==> config.mk <==
export PLATFORM = sky130hd
export DESIGN_NAME = pipe_hazard_ctrl
export DESIGN_NICKNAME = d
export VERILOG_FILES = /design/src/rtl/pipe_hazard_ctrl.sv
export SDC_FILE = /design/constraint.sdc
export NUM_CORES = 1
export LEC_CHECK = 0
export BUFFER_PORTS_ARGS = -buffer_cell sky130_fd_sc_hd__buf_2
export CORE_MARGIN = 5
export CORE_UTILIZATION = 46
export DETAILED_ROUTE_END_ITERATION = 7
export PLACE_DENSITY = 0.87
export SKIP_LAST_GASP = 1
export SLEW_MARGIN = 20
export SYNTH_ARGS = -nofsm -noshare
export SYNTH_HDL_FRONTEND = slang
export SYNTH_SLANG_ARGS = --single-unit
==> constraint.sdc <==
create_clock -name clk -period 1.9 [get_ports clk]
set_input_delay 0.19 -clock clk [delete_from_list [all_inputs] [get_ports clk]]
set_output_delay 0.19 -clock clk [all_outputs]
set_load 0.01 [all_outputs]
==> src/rtl/pipe_hazard_ctrl.sv <==
// Stall, flush and forwarding control for the 5-stage pipeline.
// Owns stage valid bits, the MDU busy interlock and perf counters.
module pipe_hazard_ctrl #(
    parameter int RA_W    = 5,
    parameter int MDU_LAT = 4,
    parameter int CNT_W   = 16
) (
    input  logic            clk,
    input  logic            rst_n,
    input  logic            icache_stall,
    input  logic            dcache_stall,
    input  logic [RA_W-1:0] id_rs,
    input  logic [RA_W-1:0] id_rt,
    input  logic            id_use_rs,
    input  logic            id_use_rt,
    input  logic            id_is_jr,
    input  logic            id_redirect,
    input  logic            id_mdu_start,
    input  logic            id_use_mdu,
    input  logic [RA_W-1:0] ex_rs,
    input  logic [RA_W-1:0] ex_rt,
    input  logic [RA_W-1:0] ex_rd,
    input  logic            ex_regwrite,
    input  logic            ex_memread,
    input  logic [RA_W-1:0] mem_rd,
    input  logic            mem_regwrite,
    input  logic            mem_memread,
    input  logic [RA_W-1:0] wb_rd,
    input  logic            wb_regwrite,
    output logic            pc_en,
    output logic            ifid_en,
    output logic            idex_en,
    output logic            exmem_en,
    output logic            memwb_en,
    output logic            ifid_flush,
    output logic            idex_bubble,
    output logic [1:0]      fwd_a,
    output logic [1:0]      fwd_b,
    output logic [1:0]      fwd_j,
    output logic            v_id,
    output logic            v_ex,
    output logic            v_mem,
    output logic            v_wb,
    output logic            mdu_busy,
    output logic [CNT_W-1:0] stall_cnt,
    output logic [CNT_W-1:0] bubble_cnt,
    output logic [CNT_W-1:0] flush_cnt
);

    localparam int MW = (MDU_LAT < 1) ? 1 : $clog2(MDU_LAT + 1);

    logic [MW-1:0] mdu_cnt;
    logic          mstall;
    logic          lu;
    logic          jh;
    logic          mh;
    logic          hz;
    logic          ex_wr;
    logic          mem_ld;
    logic          mem_fw;
    logic          wb_fw;
    logic          mdu_load;

    assign mstall = icache_stall | dcache_stall;
    assign ex_wr  = v_ex & ex_regwrite & (ex_rd != '0);
    assign mem_ld = v_mem & mem_memread & (mem_rd != '0);
    assign mem_fw = v_mem & mem_regwrite & (mem_rd != '0);
    assign wb_fw  = v_wb & wb_regwrite & (wb_rd != '0);

    assign lu = v_ex & ex_memread & (ex_rd != '0)
              & ((id_use_rs & (ex_rd == id_rs))
               | (id_use_rt & (ex_rd == id_rt)));
    assign jh = v_id & id_is_jr
              & ((ex_wr & (ex_rd == id_rs))
               | (mem_ld & (mem_rd == id_rs)));
    assign mh = v_id & mdu_busy & (id_use_mdu | id_mdu_start);
    assign hz = lu | jh | mh;

    // Memory stall freezes everything; a hazard freezes only IF/ID.
    assign pc_en       = !mstall & !hz;
    assign ifid_en     = !mstall & !hz;
    assign idex_en     = !mstall;
    assign exmem_en    = !mstall;
    assign memwb_en    = !mstall;
    assign idex_bubble = hz & !mstall;
    assign ifid_flush  = id_redirect & v_id & !hz & !mstall;

    assign fwd_a = (mem_fw && mem_rd == ex_rs) ? 2'b10 :
                   (wb_fw && wb_rd == ex_rs)   ? 2'b01 : 2'b00;
    assign fwd_b = (mem_fw && mem_rd == ex_rt) ? 2'b10 :
                   (wb_fw && wb_rd == ex_rt)   ? 2'b01 : 2'b00;
    // A load in MEM has no data yet, so jr waits for it in WB.
    assign fwd_j = (mem_fw && !mem_memread && mem_rd == id_rs) ? 2'b10 :
                   (wb_fw && wb_rd == id_rs)                   ? 2'b01 :
                                                                 2'b00;

    assign mdu_busy = (mdu_cnt != '0);
    assign mdu_load = id_mdu_start & v_id & !hz & !mstall;

    always_ff @(posedge clk or negedge rst_n) begin
        if (!rst_n) begin
            v_id  <= 1'b0;
            v_ex  <= 1'b0;
            v_mem <= 1'b0;
            v_wb  <= 1'b0;
        end else begin
            if (ifid_en)  v_id  <= !ifid_flush;
            if (idex_en)  v_ex  <= v_id & !idex_bubble;
            if (exmem_en) v_mem <= v_ex;
            if (memwb_en) v_wb  <= v_mem;
        end
    end

    always_ff @(posedge clk or negedge rst_n) begin
        if (!rst_n) begin
            mdu_cnt <= '0;
        end else if (mdu_load) begin
            mdu_cnt <= MW'(MDU_LAT);
        end else if (mdu_busy && !mstall) begin
            mdu_cnt <= mdu_cnt - 1'b1;
        end
    end

    always_ff @(posedge clk or negedge rst_n) begin
        if (!rst_n) begin
            stall_cnt  <= '0;
            bubble_cnt <= '0;
            flush_cnt  <= '0;
        end else begin
            if (!pc_en && stall_cnt != '1)
                stall_cnt <= stall_cnt + 1'b1;
            if (idex_bubble && bubble_cnt != '1)
                bubble_cnt <= bubble_cnt + 1'b1;
            if (ifid_flush && flush_cnt != '1)
                flush_cnt <= flush_cnt + 1'b1;
        end
    end

endmodule

======== Word-level counts from Yosys, hierarchy flattened ========
Index checks and enable logic that the tools add are counted.
cells by class
  add/subtract/negate cells ............... 4
  multipliers ............................. 0
  divide/modulo/power cells ............... 0
  order comparisons ....................... 0
  equal/unequal tests ..................... 11
  shift-type cells ........................ 0
  muxes and demuxes ....................... 8
  bitwise logic cells ..................... 34
  reduce and logical (&&, ||, !) cells .... 22
operators by type and width
  kind                     number
  $add A16 B1 Y16 const B  3
  $ne A16 B16 Y1 const B   3
  $eq A5 B5 Y1             8
  $and A1 B1 Y1            28
  $reduce_bool A5 Y1       3
  $logic_and A1 B1 Y1      11
  $logic_not A1 Y1         6
  $mux W2                  3
  $mux W3                  2
  $or A1 B1 Y1             6
  $mux W1                  3
  $reduce_bool A3 Y1       1
  $sub A3 B1 Y3 const B    1
  $reduce_bool A2 Y1       1
storage, ports and cells
  register bits ........................... 55
  latch bits .............................. 0
  bits in writable memories ............... 0
  bits in read-only memories .............. 0
  input port bits ......................... 50
  output and inout port bits .............. 66
  word-level logic and storage cells ...... 87
  memories ................................ 0

======== Longest topological paths before layout ========
  word-level depth ........................ 11
  gate-level depth with buffers ........... 11
  mapped depth without buffers ............ 9

======== Worst setup path before layout ========
OpenSTA, ideal clock, no wires.
  path kind ............................... register to output
  from .................................... register mdu_cnt[0]
  to ...................................... output port pc_en
  arrival ................................. 2.043 ns
  required time ........................... 1.710 ns
  setup slack ............................. -0.333 ns
  stages on the path, launching flop included .. 12
  buffers on the path ..................... 3
  path through ............................ dfrtp_1 inv_1 ha_1 nor2b_1 inv_1 o211ai_1 o31ai_1 a211oi_4 buf_6 buf_4 and2_1 buf_4
on the way
  word-level cells in the longest chain between the ends .. 6
RTL lines
  item                        line  source
  start: declaration          52    logic [MW-1:0] mdu_cnt;
  start signal: assignment    118   mdu_cnt <= MW'(MDU_LAT);
  start signal: assignment    120   mdu_cnt <= mdu_cnt - 1'b1;
  $reduce_bool A3 Y1          97    assign mdu_busy = (mdu_cnt != '0);
  named net mdu_busy          44    output logic mdu_busy,
  $and A1 B1 Y1 (2 in a row)  76    assign mh = v_id & mdu_busy & (id_use_mdu | id_mdu_start);
  $or A1 B1 Y1                77    assign hz = lu | jh | mh;
  $logic_not A1 Y1            -
  $and A1 B1 Y1               -
  end: declaration            30    output logic pc_en,
The timed path passes the listed nets, and every way through them passes these cells.

======== Worst setup path after layout ========
  from .................................... register mdu_cnt[0]
  to ...................................... register mdu_cnt[0]
on the way
  word-level cells in the longest chain between the ends .. 8
  elaborated cells on any way between the ends .. 12
  classes of those cells .................. add/sub (1); mux (2); bitwise (5); reduce/logical (4)
RTL lines
  item                                                  line  source
  $reduce_bool A3 Y1                                    97
  $and A1 B1 Y1 (2 in a row)                            76
  $or A1 B1 Y1                                          77
  $logic_not A1 Y1                                      98    assign mdu_load = id_mdu_start & v_id & !hz & !mstall;
  $and A1 B1 Y1 (2 in a row)                            98
  $mux W3 / $reduce_bool A2 Y1 (equally long branches)  -
Several ways; a longest one is shown, not always the timed one. The select of a mux whose other input is x is not followed.
A chain may end at the register's enable or synchronous reset.

==> impl_metrics.json <==
{
  "status": "finished with violations",
  "failed_checks": "setup timing",
  "totalWireLength_mm": 11.2,
  "maxCapViolations": 0,
  "fin_area_mm2": 0.00549,
  "layout.nets": 572,
  "power_frac_seq_pct": 28.9,
  "grt_util_met2_pct": 38.9,
  "drive_gt1_share_pct": 52.1,
  "synth-simple-area-share_pct": 22.5,
  "p_sw_w": 0.00241,
  "p_per_area_mw_per_mm2": 1100,
  "fin_crit_ns": 2.26,
  "finalMaxSlewViolations": 0,
  "syn_inst": 347,
  "hold_end": "mdu_cnt[2]$_DFFE_PN0P_",
  "die_width_um": 95.6,
  "htree_levels": 2,
  "hp-start": "id_mdu_start",
  "clk-insertion-delay-late_ns": 0.30,
  "fmax_mhz": 443,
  "initial_utilization_pct": 47.0,
  "synth.most_common_cell": "dfrtp_1",
  "cp-start-kind": "register",
  "arrival_ns": 2.45,
  "cts_sinks": 55,
  "grt_use_met3_pct": 2.92,
  "gp_congestion": 0.834,
  "preCtsSetupSlack_ns": -0.299,
  "diodes": 0,
  "clk_pin_slew_ns": 0.10,
  "rows": 31,
  "p_total_w": 0.00604,
  "ys_seq_elements": 55,
  "dpl_cell_area_mm2": 0.00442,
  "p_leak_nw": 2.65,
  "ir_worst_vdd_mv": 0.922,
  "drc": 0,
  "drtPass1Iterations": 4,
  "ios": 116,
  "cp_max_fo": 8,
  "r2r.worst_path.cells": 13,
  "synth_fa_ha_area_share_pct": 1.86,
  "path_class": "register to register",
  "portBuffers": 115,
  "cts_made_buffers": 5,
  "yosysUniqueCellTypes": 43,
  "dr.first_iter.drc_count": 141,
  "multi_input_area_mm2": 0.00258,
  "synth_common_cells": "dfrtp_1, xor2_1, xnor2_1",
  "timing.rr.start": "mdu_cnt[0]$_DFFE_PN0P_",
  "intPower_w": 0.00363,
  "hpwl_mm": 7.11,
  "antenna_found_initial": 0,
  "rsz0062_at_grt": "true",
  "power_switching_share_pct": 39.9,
  "grt_pass1_vias": 3329,
  "regArea_mm2": 0.00138,
  "vias": 3432,
  "max_slew_margin_pct": 66.3,
  "placed_cells": 592,
  "synth_area_leaders": "dfrtp_1, xor2_1, xnor2_1",
  "r2r-end": "mdu_cnt[0]$_DFFE_PN0P_",
  "overflow": 0,
  "fillCellCount": 446,
  "area_delta_synth_final_pct": 62.9,
  "clkPwrFrac_pct": 13.6,
  "clockRootBuffer": "clkbuf_8",
  "hp-class": "input port to register",
  "synth_ff_type": "dfrtp_1",
  "synthMuxAreaShare_pct": 1.67,
  "synth_seq_area_share_pct": 40.8,
  "synth_area_per_cell_um2": 9.72,
  "crit_required_ns": 2.10,
  "hold_depth": 3,
  "synth_nets": 402,
  "synth_top_area_share_pct": 40.8,
  "p_comb_share_pct": 57.5,
  "final_cells": 617,
  "wl_per_cell_um": 18.1,
  "worst_pin_slew_ns": 0.504,
  "synth_compound_area_share_pct": 7.94,
  "die_area_mm2": 0.00914,
  "final_util_pct": 76.6,
  "synth_xor_xnor_area_share_pct": 21.6,
  "grt_busiest_layer": "met2",
  "worst-r2r-setup-slack_ns": -0.36,
  "synth_largest_area_cell": "dfrtp_1",
  "worst_slack_ns": -0.356,
  "antenna_left": 0,
  "hold_viol": 0,
  "grt_pass1_wl_mm": 15.6,
  "cts_tree": "yes",
  "synth_area_mm2": 0.00337,
  "core_region_area_mm2": 0.00718,
  "vias_per_cell": 5.56,
  "fin_crit_sh_pct": 119,
  "critPathCaptureType": "register",
  "dieHeight_um": 95.6,
  "grt_usage_pct": 21.0,
  "synth_edf_count": 0,
  "cts_buffer_depth": 2,
  "setup_violations": 59,
  "synth_top_family_by_area": "simple AND/OR/NAND/NOR gates",
  "gr-usage-met1_pct": 25.9,
  "grt_max_degree": 36,
  "async_reset_ff_share_pct": 100,
  "clock_skew_ns": 0.00968,
  "ys_warn_count": 0
}
==> worst max-delay path by stage <==
stage,start,endpoint,slack (ns)
final,mdu_cnt[0]$_DFFE_PN0P_,mdu_cnt[0]$_DFFE_PN0P_,-0.36
after global routing,mdu_cnt[0]$_DFFE_PN0P_,pc_en,-0.44
after CTS,mdu_cnt[0]$_DFFE_PN0P_,pc_en,-0.32
after detailed placement,ex_rd[0],bubble_cnt[9]$_DFFE_PN0P_,-0.30
after global placement,ex_rd[0],bubble_cnt[1]$_DFFE_PN0P_,-0.24
after floorplan,mdu_cnt[0]$_DFFE_PN0P_,pc_en,-0.17
==> layout by cell type (no fill, tap or decap), drive strengths merged, types with 3 or more instances in the layout <==
cell type and instances:
and4 3, nor3 9, xnor2 37, xor2 46, nor2 9, nand3 34, a211o 3, or4 7
or3 4, inv 10, a21oi 5, clkbuf 8, and3 17, dfrtp 55, a2111oi 3, mux2 5
nand4 8, buf 176, nand2 28, nor4 12, ha 5, o211ai 4, a211oi 9
==> state kept, by name, indices dropped and copies added, names as in the netlist <==
signal / count
stall_cnt: 16
flush_cnt: 16
v_wb: 1
v_ex: 1
bubble_cnt: 16
mdu_cnt: 3
v_mem: 1
v_id: 1
==> worst max-delay path, stage by stage, from the launching register on <==
cell	delay, ns
dfrtp_1	0.41
inv_2	0.09
ha_4	0.13
nor2b_4	0.14
inv_2	0.05
o211ai_1	0.12
o31ai_2	0.13
a211oi_4	0.20
buf_12	0.15
buf_12	0.09
buf_12	0.14
buf_6	0.13
a311oi_2	0.08
a211o_1	0.27
==> layout make-up <==
cell class	instances	share of cell area [%]
multi-input cells	267	46.9
clock inverters	2	0.706
clock buffers	6	1.50
flip-flops and latches	55	25.1
repair buffers	179	23.0
well taps	99	2.25
inverters	9	0.615
==> power by group through the flow <==
stage | logic (W) | registers [W] | clock network (W)
floorplan | 0.00106 | 0.00189 | 0
finish | 0.00347 | 0.00174 | 0.000821
CTS | 0.00246 | 0.00173 | 0.000831
detailed placement | 0.00223 | 0.00175 | 0
global route | 0.00369 | 0.00179 | 0.000880
global placement | 0.00215 | 0.00173 | 0
==> per-layer routing <==
layer  vias to the layer above  wire length, um
met5                         -                0
met4                         0              296
met3                        26              639
met1                      1693             4390
met2                       132             5860
li1                       1581                -
==> cell families (layout without fill, tap and decap cells) <==
kind of cell	Yosys count	count (layout)
AOI/OAI and AO/OA	34	34
xor gates and xnor gates	83	83
adders and majority gates	5	5
buffers and inverters	25	196
DFF	55	55
muxes	5	5
and+or+nand+nor	140	140
==> metrics by stage <==
stage          TNS, ns  hold WS, ns
2_1_floorplan    -2.92       -0.106
3_3_place_gp     -9.95        0.178
3_5_place_dp    -12.15        0.175
4_1_cts         -10.93        0.273
5_1_grt         -18.80        0.363
6_report        -14.14        0.340
==> timing repair <==
action | 4_1_cts | 5_1_grt
gates resized for setup | 31 | 103
gates cloned | 1 | 2
endpoints found under the hold margin | 20 | 0
hold buffers | 1 | 0
pin swaps | 13 | 57
endpoints found under the setup margin | 54 | 60
setup buffers | 5 | 9
No activity file was read; power rests on OpenSTA's default activity.
